--- config.mk ---
export PLATFORM = sky130hd
export DESIGN_NAME = load_unit
export DESIGN_NICKNAME = d
export VERILOG_FILES = /design/src/rtl/load_unit.sv
export SDC_FILE = /design/constraint.sdc
export NUM_CORES = 1
export LEC_CHECK = 0
export ABC_AREA = 1
export CORE_UTILIZATION = 48
export CTS_CLUSTER_SIZE = 20
export DETAILED_ROUTE_END_ITERATION = 8
export GPL_TIMING_DRIVEN = 0
export PLACE_DENSITY = 0.89
export SLEW_MARGIN = 30
export SYNTH_ARGS = -nofsm -noshare
export SYNTH_HDL_FRONTEND = slang
export SYNTH_SLANG_ARGS = --single-unit
--- constraint.sdc ---
create_clock -name clk -period 2.85 [get_ports clk]
set_clock_uncertainty 0.15 [all_clocks]
set_input_delay 0.57 -clock clk [delete_from_list [all_inputs] [get_ports clk]]
set_output_delay 0.57 -clock clk [all_outputs]
set_load 0.1 [all_outputs]
--- src/rtl/load_unit.sv ---
// RISC-V load unit: issues one word-aligned memory read per load, extracts and
// sign/zero-extends the addressed byte/halfword, and hands the result to writeback.
module load_unit #(
  parameter int TIMEOUT = 16,
  parameter int CNT_W   = 5
) (
  input  logic        clk,
  input  logic        rst,
  input  logic        start,
  input  logic [6:0]  op,
  input  logic [2:0]  func3,
  input  logic [31:0] addr,
  input  logic [4:0]  rd_in,
  output logic        busy,
  output logic        mem_req,
  output logic [31:0] mem_addr,
  input  logic        mem_gnt,
  input  logic        mem_rvalid,
  input  logic [31:0] mem_rdata,
  output logic        ld_valid,
  input  logic        ld_ready,
  output logic [31:0] ld_data,
  output logic [4:0]  ld_rd,
  output logic        ld_err
);

  // Handshakes: mem_req holds with a stable mem_addr until the cycle mem_gnt is
  // high; ld_valid holds with stable ld_data/ld_rd/ld_err until the cycle
  // ld_ready is high. mem_rvalid is only honoured while waiting for data.
  typedef enum logic [1:0] {
    S_IDLE = 2'd0,
    S_REQ  = 2'd1,
    S_WAIT = 2'd2,
    S_DONE = 2'd3
  } state_t;

  localparam logic [6:0] OP_LOAD = 7'b0000011;

  state_t            r_state;
  state_t            w_next;
  logic [2:0]        r_func3;
  logic [31:0]       r_addr;
  logic [4:0]        r_rd;
  logic [CNT_W-1:0]  r_cnt;
  logic [31:0]       r_data;
  logic              r_err;

  logic              w_accept;
  logic              w_legal;
  logic              w_misal;
  logic              w_ok;
  logic              w_timeout;
  logic [1:0]        w_off;
  logic [7:0]        w_byte;
  logic [15:0]       w_half;
  logic [31:0]       w_ext;

  assign w_accept  = (r_state == S_IDLE) && start && (op == OP_LOAD);
  assign w_legal   = (func3 == 3'b000) || (func3 == 3'b001) || (func3 == 3'b010) ||
                     (func3 == 3'b100) || (func3 == 3'b101);
  assign w_misal   = (((func3 == 3'b001) || (func3 == 3'b101)) && addr[0]) ||
                     ((func3 == 3'b010) && (addr[1:0] != 2'b00));
  assign w_ok      = w_legal && !w_misal;
  assign w_timeout = (r_cnt == CNT_W'(TIMEOUT - 1));

  assign w_off  = r_addr[1:0];
  assign w_byte = mem_rdata[{w_off, 3'b000} +: 8];
  assign w_half = mem_rdata[{w_off[1], 4'b0000} +: 16];

  always_comb begin
    w_ext = mem_rdata;
    case (r_func3)
      3'b000:  w_ext = {{24{w_byte[7]}}, w_byte};
      3'b100:  w_ext = {24'b0, w_byte};
      3'b001:  w_ext = {{16{w_half[15]}}, w_half};
      3'b101:  w_ext = {16'b0, w_half};
      default: w_ext = mem_rdata;
    endcase
  end

  // State register
  always_ff @(posedge clk) begin
    if (rst) r_state <= S_IDLE;
    else     r_state <= w_next;
  end

  // Next-state logic
  always_comb begin
    w_next = r_state;
    case (r_state)
      S_IDLE: if (w_accept) w_next = w_ok ? S_REQ : S_DONE;
      S_REQ:  if (mem_gnt) w_next = S_WAIT;
      S_WAIT: if (mem_rvalid || w_timeout) w_next = S_DONE;
      S_DONE: if (ld_ready) w_next = S_IDLE;
      default: w_next = S_IDLE;
    endcase
  end

  // FSM outputs
  always_comb begin
    busy     = 1'b0;
    mem_req  = 1'b0;
    ld_valid = 1'b0;
    case (r_state)
      S_IDLE: busy = 1'b0;
      S_REQ:  begin busy = 1'b1; mem_req = 1'b1; end
      S_WAIT: busy = 1'b1;
      S_DONE: begin busy = 1'b1; ld_valid = 1'b1; end
      default: busy = 1'b0;
    endcase
  end

  // Request fields, wait counter and the result held for writeback
  always_ff @(posedge clk) begin
    if (rst) begin
      r_func3 <= 3'b0;
      r_addr  <= 32'b0;
      r_rd    <= 5'b0;
      r_cnt   <= '0;
      r_data  <= 32'b0;
      r_err   <= 1'b0;
    end else begin
      if (w_accept) begin
        r_func3 <= func3;
        r_addr  <= addr;
        r_rd    <= rd_in;
        if (!w_ok) begin
          r_data <= 32'b0;
          r_err  <= 1'b1;
        end
      end
      if ((r_state == S_REQ) && mem_gnt) r_cnt <= '0;
      if (r_state == S_WAIT) begin
        r_cnt <= r_cnt + 1'b1;
        if (mem_rvalid) begin
          r_data <= w_ext;
          r_err  <= 1'b0;
        end else if (w_timeout) begin
          r_data <= 32'b0;
          r_err  <= 1'b1;
        end
      end
    end
  end

  assign mem_addr = {r_addr[31:2], 2'b00};
  assign ld_data  = r_data;
  assign ld_rd    = r_rd;
  assign ld_err   = r_err;

endmodule
==> out/results.tsv <==
metric	value	unit
setup.worst_path.start_class	flop	
wirelength	12900	µm
cp_max_fo	4	
worstPathCellList	inv_1 -> ha_1 -> inv_1 -> dlygate4sd2_1	
required	2.13	ns
synthDominantCellAreaShare	0.377	
fillCellCount	683	
powerDensity	551	mW/mm²
routedWlPerCell	14.9	µm
yosys-mux-area-fraction	0	
slew_headroom	0.330	
cts_tree	yes	
slowest_stage	dlygate4sd2_1	
synthesis.area	0.00425	mm²
async_reset_ff_frac	0	
place_congestion	0.920	
synth_cell_types	34	
drt_first_iter_violations	293	
synth_cells	591	
ios	158	
grt_pass1_vias	4177	
crit_path_frequent_cell	inv_1	
design.core.area	0.00838	mm²
yosys.area.top_type	dfxtp_1	
htreeDepth	3	
grt_max_degree	14	
setup_viol	0	
setup_tns	0	ns
clk_path_buf_depth	2	
post-place-ws	0.231	ns
synth.avg_cell_area	7.18	µm²
io_buffer_count	155	
ant_nets	0	
hpwl	9960	µm
synth-simple-area-share	0.315	
yosysWarnings	0	
fin_ws	0.102	ns
seq_area_frac_synth	0.377	
cts.sinks	80	
antenna_found_initial	0	
num_vias	4601	
rows	33	
hold_path_class	reg -> reg	
grt_overflow	0	
r2r_start	r_state[0]	
peakVddDrop	0.643	mV
synth-compound-area-share	0.152	
final_hold_viol_count	0	
start_util	0.506	
leakage	2.46	nW
cts_root_buffer	clkbuf_8	
drtPass1Iterations	5	
yosys.area_share.xor_xnor	0	
synthAdderAreaFrac	0.0206	
crit_path_start	r_state[0]	
ys_ff_latch	80	
synth.most_common_cell	nand2_1	
die_h	96.0	µm
diodes	0	
worstMarginPinSlew	1.00	ns
drc	0	
critical_path_class	reg -> out	
slowest_delay	0.84	ns
total_power	0.00337	W
drive_above_1_share	0.135	
slew_viol_final	0	
rsz0062_at_grt	false	
hold_ws	0.335	ns
area_growth	44.0	%
clk-insertion-delay-late	0.35	ns
dieWidth	96.0	µm
synth_top_family_by_area	simple AND/OR/NAND/NOR gates	
clk_pin_slew_worst_paths	0.08	ns
yosys-top-cells-area	dfxtp_1, nand2_1, nor2_1, buf_4, o21ai_0	
synth_edf_count	0	
synthTopCellsByCount	nand2_1, nor2_1, dfxtp_1	
via_per_inst	5.31	
max_freq	364	MHz
synth-main-ff-cell	dfxtp_1	
max_cap_violations	0	
grt_pass1_wl	19800	µm
dieArea	0.00922	mm²
arrival	2.03	ns
postCtsSetupRepairBufs	0	
fin_nets	850	
status	completed	
hold_path_startpoint	r_cnt[3]	
critPathCaptureType	output port	
fin_crit_sh	0.964	
grt_usage	0.281	
finalCriticalPeriod	2.75	ns
cts_inserted_buffers	9	
-- area by class of cell --
| class | instances | area [µm²] | share of cell area |
|---|---|---|---|
| clock buffer | 9 | 124 | 0.0203 |
| tap | 105 | 131 | 0.0215 |
| clock inverter | 6 | 61.3 | 0.0100 |
| multi-input combinational | 405 | 2080 | 0.340 |
| sequential | 80 | 1600 | 0.262 |
| timing repair buffer | 155 | 1550 | 0.253 |
| buffer | 69 | 427 | 0.0698 |
| inverter | 38 | 145 | 0.0237 |
-- power breakdown --
part	internal (W)	switching (W)	leakage (nW)
logic	0.000383	0.000924	1.72
clock network	0.000397	0.000414	0.0948
registers	0.00119	0.0000558	0.645
-- cell families (layout without fill, tap and decap cells) --
group                      after synthesis  count (layout)
other                                    1               2
adders and majority gates                7               7
DFF                                     80              80
and+or+nand+nor                        280             280
AOI/OAI and AO/OA                      116             116
buffers and inverters                  107             277
-- sequential cells by signal, indices dropped and copies added, names as in the netlist --
name	count
r_func3	3
ld_rd	5
ld_data	32
r_cnt	5
r_state	2
r_addr	32
ld_err	1
-- per-layer routing --
| layer | global-route usage | vias up | share of wire |
|---|---|---|---|
| met1 | 0.342 | 2149 | 0.42 |
| met5 | 0 | - | 0 |
| met4 | 0.0734 | 0 | 0.020 |
| li1 | - | 2258 | - |
| met2 | 0.496 | 170 | 0.51 |
| met3 | 0.0616 | 24 | 0.051 |
-- final timing paths --
kind | to | slack, ns | cells past startpoint
max | busy | 0.10 | 4
max reg2reg | ld_data[1] | 0.68 | 8
min reg2reg | r_cnt[3] | 0.34 | 1
min | r_cnt[3] | 0.34 | 1
-- metrics by stage --
stage	cells	utilization	instance area [µm²]
2_1_floorplan	592	-	4250
3_3_place_gp	852	0.708	5930
3_5_place_dp	852	0.708	5930
4_1_cts	867	0.729	6110
5_1_grt	867	0.729	6110
6_report	867	0.729	6110
-- worst max-delay path, delay by kind of cell, from the launching register on --
family | cells | cell delay (ns)
buffers and inverters | 3 | 1.02
flip-flops | 1 | 0.40
adder cells (fa/ha/maj) | 1 | 0.25
-- placed cells by master, fill, tap and decap left out, drive strengths merged --
cell	instances
a211oi	1
clkinv	4
o211ai	5
nand3b	6
clkinvlp	1
conb	2
ha	7
inv	38
nor3	5
or2	5
clkdlybuf4s50	152
dlygate4sd2	3
bufinv	1
and2	1
o22ai	1
clkbuf	26
a21o	1
o21ai	54
a21oi	54
nor2	91
nand3	40
buf	52
nand4	32
nand2	100
dfxtp	80
-- repair_timing --
| action | 4_1_cts | 5_1_grt |
|---|---|---|
| hold buffers | 0 | 0 |
| hold endpoints to repair | 0 | 0 |
| gates resized for setup | 3 | 0 |
| endpoints found under the setup margin | 3 | 0 |
No activity file was read; power rests on OpenSTA's default activity.
